--- src/rtl/multicycle_alu_pkg.sv ---
// Shared ALU op codes and FSM state encoding.
// Used by the ALU control decoder and the execute stage.
package multicycle_alu_pkg;

  localparam int OP_WIDTH = 4;

  localparam logic [OP_WIDTH-1:0] OP_AND  = 4'b0000;
  localparam logic [OP_WIDTH-1:0] OP_OR   = 4'b0001;
  localparam logic [OP_WIDTH-1:0] OP_NOR  = 4'b0010;
  localparam logic [OP_WIDTH-1:0] OP_ADD  = 4'b0011;
  localparam logic [OP_WIDTH-1:0] OP_SUB  = 4'b0100;
  localparam logic [OP_WIDTH-1:0] OP_SLL  = 4'b1000;
  localparam logic [OP_WIDTH-1:0] OP_SRL  = 4'b1001;
  localparam logic [OP_WIDTH-1:0] OP_LDST = 4'b1010;
  localparam logic [OP_WIDTH-1:0] OP_JR   = 4'b1011;
  localparam logic [OP_WIDTH-1:0] OP_BEQ  = 4'b1100;
  localparam logic [OP_WIDTH-1:0] OP_LUI  = 4'b1110;
  localparam logic [OP_WIDTH-1:0] OP_BAD  = 4'b1111;

  typedef enum logic [1:0] {
    ST_IDLE  = 2'd0,
    ST_SHIFT = 2'd1,
    ST_DONE  = 2'd2
  } state_e;

  function automatic logic is_shift(
    input logic [OP_WIDTH-1:0] op
  );
    return (op == OP_SLL) || (op == OP_SRL);
  endfunction

endpackage

--- src/rtl/multicycle_alu_if.sv ---
// Start/ready/done handshake and operand bus
// between the datapath controller and the ALU.
interface multicycle_alu_if
  import multicycle_alu_pkg::*;
#(
  parameter int DATA_WIDTH  = 32,
  parameter int SHAMT_WIDTH = 5
);

  logic                   start;
  logic [OP_WIDTH-1:0]    ALUOperation;
  logic [DATA_WIDTH-1:0]  A;
  logic [DATA_WIDTH-1:0]  B;
  logic [SHAMT_WIDTH-1:0] shamt;
  logic                   ready;
  logic                   busy;
  logic                   done;
  logic [DATA_WIDTH-1:0]  ALUResult;
  logic                   Zero;
  logic                   Error;

  modport master (
    output start, ALUOperation, A, B, shamt,
    input  ready, busy, done,
    input  ALUResult, Zero, Error
  );

  modport slave (
    input  start, ALUOperation, A, B, shamt,
    output ready, busy, done,
    output ALUResult, Zero, Error
  );

endinterface

--- src/rtl/multicycle_alu_comb_unit.sv ---
// Combinational result for every non-shift op,
// plus the unsupported-op flag.
module alu_comb_unit
  import multicycle_alu_pkg::*;
#(
  parameter int DATA_WIDTH = 32
) (
  input  logic [OP_WIDTH-1:0]   op_i,
  input  logic [DATA_WIDTH-1:0] a_i,
  input  logic [DATA_WIDTH-1:0] b_i,
  output logic [DATA_WIDTH-1:0] res_o,
  output logic                  err_o
);

  // Decode op; shift codes return B so a
  // zero-length shift completes right here.
  always_comb begin
    res_o = '0;
    err_o = 1'b0;
    unique case (op_i)
      OP_AND:  res_o = a_i & b_i;
      OP_OR:   res_o = a_i | b_i;
      OP_NOR:  res_o = ~(a_i | b_i);
      OP_ADD:  res_o = a_i + b_i;
      OP_SUB:  res_o = a_i - b_i;
      OP_SLL:  res_o = b_i;
      OP_SRL:  res_o = b_i;
      OP_LDST: res_o = a_i + b_i;
      OP_JR:   res_o = a_i;
      OP_BEQ:  res_o = a_i - b_i;
      OP_LUI:
        res_o = {b_i[15:0],
                 {(DATA_WIDTH-16){1'b0}}};
      default: begin
        res_o = '0;
        err_o = 1'b1;
      end
    endcase
  end

endmodule

--- src/rtl/multicycle_alu.sv ---
// Execute-stage ALU: single-cycle ops in one
// clock, shifts iterate one bit per clock.
module multicycle_alu
  import multicycle_alu_pkg::*;
#(
  parameter int DATA_WIDTH  = 32,
  parameter int SHAMT_WIDTH = 5
) (
  input logic clk,
  input logic reset,
  multicycle_alu_if.slave bus
);

  localparam int DW = DATA_WIDTH;
  localparam int SW = SHAMT_WIDTH;

  state_e          state_q, state_d;
  logic [DW-1:0]   res_q, res_d;
  logic            zero_q, zero_d;
  logic            err_q, err_d;
  logic [DW-1:0]   sh_q, sh_d;
  logic [SW-1:0]   cnt_q, cnt_d;
  logic            right_q, right_d;

  logic [DW-1:0]   comb_res;
  logic            comb_err;
  logic [DW-1:0]   sh_step;

  alu_comb_unit #(
    .DATA_WIDTH (DW)
  ) u_comb (
    .op_i  (bus.ALUOperation),
    .a_i   (bus.A),
    .b_i   (bus.B),
    .res_o (comb_res),
    .err_o (comb_err)
  );

  assign sh_step = right_q ? (sh_q >> 1)
                           : (sh_q << 1);

  // Next state, result write-back and shifter
  // load/step; everything holds by default.
  always_comb begin
    state_d = state_q;
    res_d   = res_q;
    zero_d  = zero_q;
    err_d   = err_q;
    sh_d    = sh_q;
    cnt_d   = cnt_q;
    right_d = right_q;
    unique case (state_q)
      ST_IDLE, ST_DONE: begin
        state_d = ST_IDLE;
        if (bus.start) begin
          if (is_shift(bus.ALUOperation) &&
              (bus.shamt != '0)) begin
            sh_d    = bus.B;
            cnt_d   = bus.shamt;
            right_d = (bus.ALUOperation == OP_SRL);
            state_d = ST_SHIFT;
          end else begin
            res_d   = comb_res;
            zero_d  = (comb_res == '0);
            err_d   = comb_err;
            state_d = ST_DONE;
          end
        end
      end
      ST_SHIFT: begin
        sh_d  = sh_step;
        cnt_d = cnt_q - SW'(1);
        if (cnt_q == SW'(1)) begin
          res_d   = sh_step;
          zero_d  = (sh_step == '0);
          err_d   = 1'b0;
          state_d = ST_DONE;
        end
      end
      default: state_d = ST_IDLE;
    endcase
  end

  // State and datapath registers; reset aborts
  // any shift in flight.
  always_ff @(posedge clk or negedge reset) begin
    if (!reset) begin
      state_q <= ST_IDLE;
      res_q   <= '0;
      zero_q  <= 1'b0;
      err_q   <= 1'b0;
      sh_q    <= '0;
      cnt_q   <= '0;
      right_q <= 1'b0;
    end else begin
      state_q <= state_d;
      res_q   <= res_d;
      zero_q  <= zero_d;
      err_q   <= err_d;
      sh_q    <= sh_d;
      cnt_q   <= cnt_d;
      right_q <= right_d;
    end
  end

  assign bus.ready     = (state_q != ST_SHIFT);
  assign bus.busy      = (state_q == ST_SHIFT);
  assign bus.done      = (state_q == ST_DONE);
  assign bus.ALUResult = res_q;
  assign bus.Zero      = zero_q;
  assign bus.Error     = err_q;

endmodule

--- src/flat_wrapper.sv ---
// flat-port wrapper written by rule: the top's interface ports become plain ports
module multicycle_alu_flat import multicycle_alu_pkg::*;
#(
  parameter int DATA_WIDTH  = 32,
  parameter int SHAMT_WIDTH = 5
)
  (clk, reset, bus_start, bus_ALUOperation, bus_A, bus_B, bus_shamt, bus_ready, bus_busy, bus_done, bus_ALUResult, bus_Zero, bus_Error);
  multicycle_alu_if #(.DATA_WIDTH(DATA_WIDTH), .SHAMT_WIDTH(SHAMT_WIDTH)) bus_i ();
  input logic clk;
  input logic reset;
  input wire logic [$bits(bus_i.start)-1:0] bus_start;
  input wire logic [$bits(bus_i.ALUOperation)-1:0] bus_ALUOperation;
  input wire logic [$bits(bus_i.A)-1:0] bus_A;
  input wire logic [$bits(bus_i.B)-1:0] bus_B;
  input wire logic [$bits(bus_i.shamt)-1:0] bus_shamt;
  output wire logic [$bits(bus_i.ready)-1:0] bus_ready;
  output wire logic [$bits(bus_i.busy)-1:0] bus_busy;
  output wire logic [$bits(bus_i.done)-1:0] bus_done;
  output wire logic [$bits(bus_i.ALUResult)-1:0] bus_ALUResult;
  output wire logic [$bits(bus_i.Zero)-1:0] bus_Zero;
  output wire logic [$bits(bus_i.Error)-1:0] bus_Error;
  assign bus_i.start = bus_start;
  assign bus_i.ALUOperation = bus_ALUOperation;
  assign bus_i.A = bus_A;
  assign bus_i.B = bus_B;
  assign bus_i.shamt = bus_shamt;
  assign bus_ready = bus_i.ready;
  assign bus_busy = bus_i.busy;
  assign bus_done = bus_i.done;
  assign bus_ALUResult = bus_i.ALUResult;
  assign bus_Zero = bus_i.Zero;
  assign bus_Error = bus_i.Error;
  multicycle_alu #(.DATA_WIDTH(DATA_WIDTH), .SHAMT_WIDTH(SHAMT_WIDTH)) u_core (.clk(clk), .reset(reset), .bus(bus_i));
endmodule
--- config.mk ---
export PLATFORM = sky130hd
export DESIGN_NAME = multicycle_alu_flat
export DESIGN_NICKNAME = d
export VERILOG_FILES = /design/src/rtl/multicycle_alu_pkg.sv /design/src/rtl/multicycle_alu_if.sv /design/src/rtl/multicycle_alu_comb_unit.sv /design/src/rtl/multicycle_alu.sv /design/src/flat_wrapper.sv
export SDC_FILE = /design/constraint.sdc
export NUM_CORES = 1
export LEC_CHECK = 0
export CAP_MARGIN = 0
export CORE_ASPECT_RATIO = 1.2
export CORE_MARGIN = 1.5
export CORE_UTILIZATION = 51
export CTS_CLUSTER_SIZE = 20
export DETAILED_ROUTE_END_ITERATION = 10
export PLACE_DENSITY = 0.74
export SLEW_MARGIN = 40
export SYNTH_ARGS = -nofsm -noshare
export SYNTH_HDL_FRONTEND = slang
export SYNTH_HIERARCHICAL = 1
export SYNTH_SLANG_ARGS = --single-unit
--- constraint.sdc ---
create_clock -name clk -period 1.55 [get_ports clk]
set_input_delay 0.31 -clock clk [delete_from_list [all_inputs] [get_ports clk]]
set_output_delay 0.31 -clock clk [all_outputs]
set_load 0.05 [all_outputs]
==> qor.yml, run 1 <==
logic_synthesis:
  syn_area_um2: 8070
  ys_seq_area_frac: 0.230
  yosysWarnings: 6
  synth_fp_nets: 1166
  ys_async_sr_fraction: 1.00
  synth_edf_count: 0
  ys_ff_latch: 74
  syn-instance-count: 1053
  synth.distinct_cells: 76
  syn_avg_cell_area_um2: 7.66
  synthFlopType: "dfrtp_1"
place:
  place.gp.congestion: 1.01
  detailed_place_hpwl_um: 27600
  port_buffers: 112
floorplanning:
  die_h_um: 141
  ios: 113
  initial_core_util: 0.520
  fp.dieW_um: 118
  row_count: 50
grt:
  grt_use_total: 1.07
  grt_overflow: 1994
  grt_max_degree: 46
sta:
  worstEndpointGrtRepair: "u_core/bus.Zero$_DFFE_PN0P_/D"
  endpoint_type: "register data pin"
run_status:
  error_line: "[ERROR GRT-0232] Routing congestion too high. Check the congestion heatmap in the GUI."
  status: "did not finish"
  haltStage: "5_1_grt"
clock_network:
  cts_made_buffers: 9
  h-tree-depth: 3
  cts_sinks: 74
  clock_tree.root_cell: "clkbuf_16"
  clk_path_buf_depth: 2
layer usage:
| layer | overflow | global-route usage |
|---|---|---|
| met3 | 21 | 0.776 |
| met2 | 1501 | 1.45 |
| met1 | 20 | 0.923 |
| met5 | 4 | 0.455 |
| met4 | 448 | 1.24 |
timing repair:
action                                  in CTS
gates resized for setup                    264
pin swaps                                  108
gates cloned                                 3
hold buffers                                 1
endpoints found under the hold margin       26
endpoints found under the setup margin      76
setup buffers                               54
cell families after synthesis:
family / share of synthesized area
AO/OA/AOI/OAI: 0.354
XOR/XNOR: 0.0543
adder cells (fa/ha/maj): 0.0583
buffers and inverters: 0.0633
flip-flops: 0.230
multiplexers: 0.0461
AND/OR/NAND/NOR: 0.194
cell usage after synthesis (6+ instances only):
master	number	area (um^2)
xor2_1	22	193
nor4_1	19	119
a22oi_1	18	135
dfrtp_1	74	1850
o211ai_1	7	52.6
a31oi_1	11	68.8
inv_1	20	75.1
or2_2	12	75.1
nand2_1	78	293
nor2_1	89	334
a211oi_1	11	82.6
mux2i_1	36	360
o21a_1	19	143
clkbuf_1	68	255
o21ai_0	73	365
o31ai_1	6	45.0
nor2b_1	22	138
o22ai_1	13	81.3
o21ai_1	10	50.1
ha_1	36	450
buf_1	6	22.5
nand4_1	14	87.6
a21oi_1	121	606
o221ai_1	7	61.3
nand3_1	21	105
o32ai_1	11	96.3
buf_2	10	50.1
a221o_1	30	300
xnor2_1	28	245
a221oi_1	18	158
a21o_1	18	135
and3_1	11	68.8
nor3_1	23	115
stage by stage:
step | worst slack (ps) | cells | hold slack (ps) | cell area, um^2 | setup TNS [ps]
floorplan | -2420 | 1053 | 14.4 | 8510 | -55500
global placement | -3570 | 1617 | 257 | 12300 | -119290
detailed placement | -3650 | 1617 | 256 | 12300 | -122080
CTS | -2710 | 1685 | 324 | 13700 | -59330
==> run 2, diff against run 1 <==
--- a/config.mk
+++ b/config.mk
@@ -6,12 +6,10 @@
 export NUM_CORES = 1
 export LEC_CHECK = 0
 export CAP_MARGIN = 0
-export CORE_ASPECT_RATIO = 1.2
 export CORE_MARGIN = 1.5
-export CORE_UTILIZATION = 51
-export CTS_CLUSTER_SIZE = 20
+export CORE_UTILIZATION = 40
 export DETAILED_ROUTE_END_ITERATION = 10
-export PLACE_DENSITY = 0.74
+export PLACE_DENSITY_LB_ADDON = 0.15
 export SLEW_MARGIN = 40
 export SYNTH_ARGS = -nofsm -noshare
 export SYNTH_HDL_FRONTEND = slang
==> constraint.sdc (replaced) <==
create_clock -name clk -period 2 [get_ports clk]
set_input_delay 0.4 -clock clk [delete_from_list [all_inputs] [get_ports clk]]
set_output_delay 0.4 -clock clk [all_outputs]
set_load 0.05 [all_outputs]
==> run 2 against run 1 <==
The flow now finishes, with violations (negative setup slack). Synthesized cell count is the same. Synthesized area is the same.
==> qor.yml, run 2 <==
layout:
  drive_gt1_frac: 0.447
  num_antenna_cells: 0
  seq_area_um2: 1850
  fin_nets: 1574
  stdcell_area_um2: 14000
  area_growth_syn_to_layout_pct: 74.1
  fill_cells: 1500
  multi_input_area_um2: 7210
  layout_common_cells: "buf_4 (322), nor2_1 (82), clkdlybuf4s50_1 (78)"
  final_common_cell: "buf_4"
critical_path:
  crit_path_start_kind: "input port"
  arrival_ps: 4630
  cp.required_ps: 2250
  timing.critical_path.from: "bus_B[11]"
  slowest_stage: "or4_4"
  slowest_delay_ps: 520
  crit_path_end_kind: "flip-flop"
  path_max_fanout: 5
  worst_path_most_repeated_cell: "buf_6"
  reg2reg_from: "u_core/state_q[0]"
  critPathKind: "input port to flip-flop"
  crit_chain: "buf_6, or4_4, or2_4, nor2_4, buf_6, nand4b_1, o21ai_2, xor2_1, ha_1, inv_2, buf_6, o21bai_4, a221o_1, buf_6, nor2_1, a211oi_2, nand3_2, nor4_4, nand4_1, nor3_2, a41oi_1, a2bb2oi_1"
sta:
  min_period_over_period: 2.19
  post-route-min-period_ps: 4380
  fin_skew_ps: 6.90
  fin_tns_setup_ps: -44520
  drv_slew: 0
  fin_ws_ps: -2380
  holdWs_ps: 43.7
  worstMarginPinSlew_ps: 776
  hold_viol: 0
  timing.slew.headroom: 0.480
  rsz0062_at_grt: "true"
  fmax_mhz: 228
  setup_violations: 32
clock_network:
  cts_made_buffers: 9
  worstSkewPairLatency_ps: 330
  clk_path_buf_depth: 2
  cts_tree: "done"
  path_clk_slew_ps: 60
  clock_tree.root_cell: "clkbuf_16"
  cts_sinks: 74
  postCtsHoldBufs: 0
  h-tree-depth: 3
place:
  dp_slack_ps: -3150
  detailed_place_hpwl_um: 27000
  port_buffers: 112
  place_area_um2: 11700
  place.gp.congestion: 0.979
logic_synthesis:
  synthFlopType: "dfrtp_1"
  yosysTopAreaCell: "dfrtp_1"
  synth_commonest_cells: "a21oi_1 (121), nor2_1 (89), nand2_1 (78)"
  synth_area_leaders: "dfrtp_1 (23%), a21oi_1 (7.5%), ha_1 (5.6%), o21ai_0 (4.5%), mux2i_1 (4.5%)"
  ys_seq_area_frac: 0.230
  syn-instance-count: 1053
  synth_top_area_frac: 0.230
  yosysMostFrequentCell: "a21oi_1"
  yosysWarnings: 6
  ys_async_sr_fraction: 1.00
  syn_area_um2: 8070
  ys_ff_latch: 74
  synth.distinct_cells: 76
  syn_avg_cell_area_um2: 7.66
  synth_fp_nets: 1166
  synth_edf_count: 0
floorplanning:
  ios: 113
  die_h_um: 145
  die_area_um2: 21000
  fp.dieW_um: 145
  row_count: 51
  initial_core_util: 0.412
  core_area_um2: 19600
power:
  power_density_nw_per_um2: 779
  ir_drop_uv: 549
  p_leak_nw: 6.02
routing:
  wl_per_cell_um: 22.2
  num_vias: 10600
  via_per_inst: 6.15
  ant_nets: 0
  first_pass_iters: 6
  drt-total-wl_um: 38400
  drc: 0
  drtIter0Drc: 1057
grt:
  grt_pass1_vias: 10100
  grt_use_total: 0.341
  grt_overflow: 0
  antenna_found_initial: 0
  grt_max_degree: 44
  grt_pass1_wl_um: 56500
hold_path:
  hold_path_class: "input port to asynchronous set/reset pin"
flow_run:
  drv_cap: 0
run_status:
  violations: "negative setup slack"
  status: "finished with violations"
## run 2: cell counts after synthesis
Identical to the previous run, type by type.
## run 2: worst max-delay path: cells and delay by family
kind / cells / cell delay [ps]
xor+xnor: 1 / 100
fa+ha+maj: 1 / 410
simple gates: 9 / 2010
buf+inv: 5 / 580
compound gates: 6 / 1100
## run 2: what timing repair did
item,4_1_cts,5_1_grt
setup endpoints to repair,73,35
gates cloned,2,0
gates resized for setup,274,121
buffers inserted,48,42
pin swaps,111,102
## run 2: power breakdown
group          internal [W]  switching [W]
logic               0.00301        0.00342
clock network       0.00110       0.000664
registers           0.00205       0.000684
total               0.00617        0.00477
## run 2: per-layer routing
layer | vias to the layer above | global-route usage | share of wire
met5 | - | 0 | 0
met4 | 0 | 0.178 | 0.053
met3 | 124 | 0.0509 | 0.084
met2 | 663 | 0.536 | 0.47
met1 | 5042 | 0.450 | 0.40
li1 | 4814 | - | -
## run 2: kinds of logic after synthesis
kind of cell,share of synthesized area
and+or+nand+nor,0.194
buffers and inverters,0.0633
AOI/OAI and AO/OA,0.354
adders and majority gates,0.0583
xor gates and xnor gates,0.0543
muxes,0.0461
DFF,0.230
## run 2: final cells by class
type	count	share of cell area
Tap cell	265	0.0236
Inverter	22	0.00641
Timing Repair Buffer	488	0.302
Clock inverter	7	0.00704
Multi-Input combinational cell	866	0.513
Sequential cell	74	0.132
Clock buffer	9	0.0160
## run 2: through the flow
step | util | std cells | power, W
after floorplan | - | 1053 | 0.00570
final | 0.717 | 1731 | 0.0109
after global placement | 0.594 | 1638 | 0.00789
after global routing | 0.717 | 1731 | 0.0114
after CTS | 0.676 | 1699 | 0.0103
after detailed placement | 0.595 | 1638 | 0.00794
## run 2: worst paths after layout
check                                            to  slack [ps]  cells past startpoint
min in group clk           u_core/bus.ALUResult[22]         480                      2
hold / removal                      u_core/cnt_q[0]          40                      1
setup reg to reg                    u_core/sh_q[11]         140                      5
setup / recovery                    u_core/bus.Zero       -2380                     22
max in group asynchronous           u_core/sh_q[14]        1380                      2
hold reg to reg            u_core/bus.ALUResult[22]         480                      2
Power figures use the tool's default switching activity.
==> run 3, diff against run 2 <==
--- a/config.mk
+++ b/config.mk
@@ -5,7 +5,7 @@
 export SDC_FILE = /design/constraint.sdc
 export NUM_CORES = 1
 export LEC_CHECK = 0
-export CAP_MARGIN = 0
+export CAP_MARGIN = 20
 export CORE_MARGIN = 1.5
 export CORE_UTILIZATION = 40
 export DETAILED_ROUTE_END_ITERATION = 10
==> results of run 3 <==
No change in the layout: final DEF, timing and power equal those of run 2.
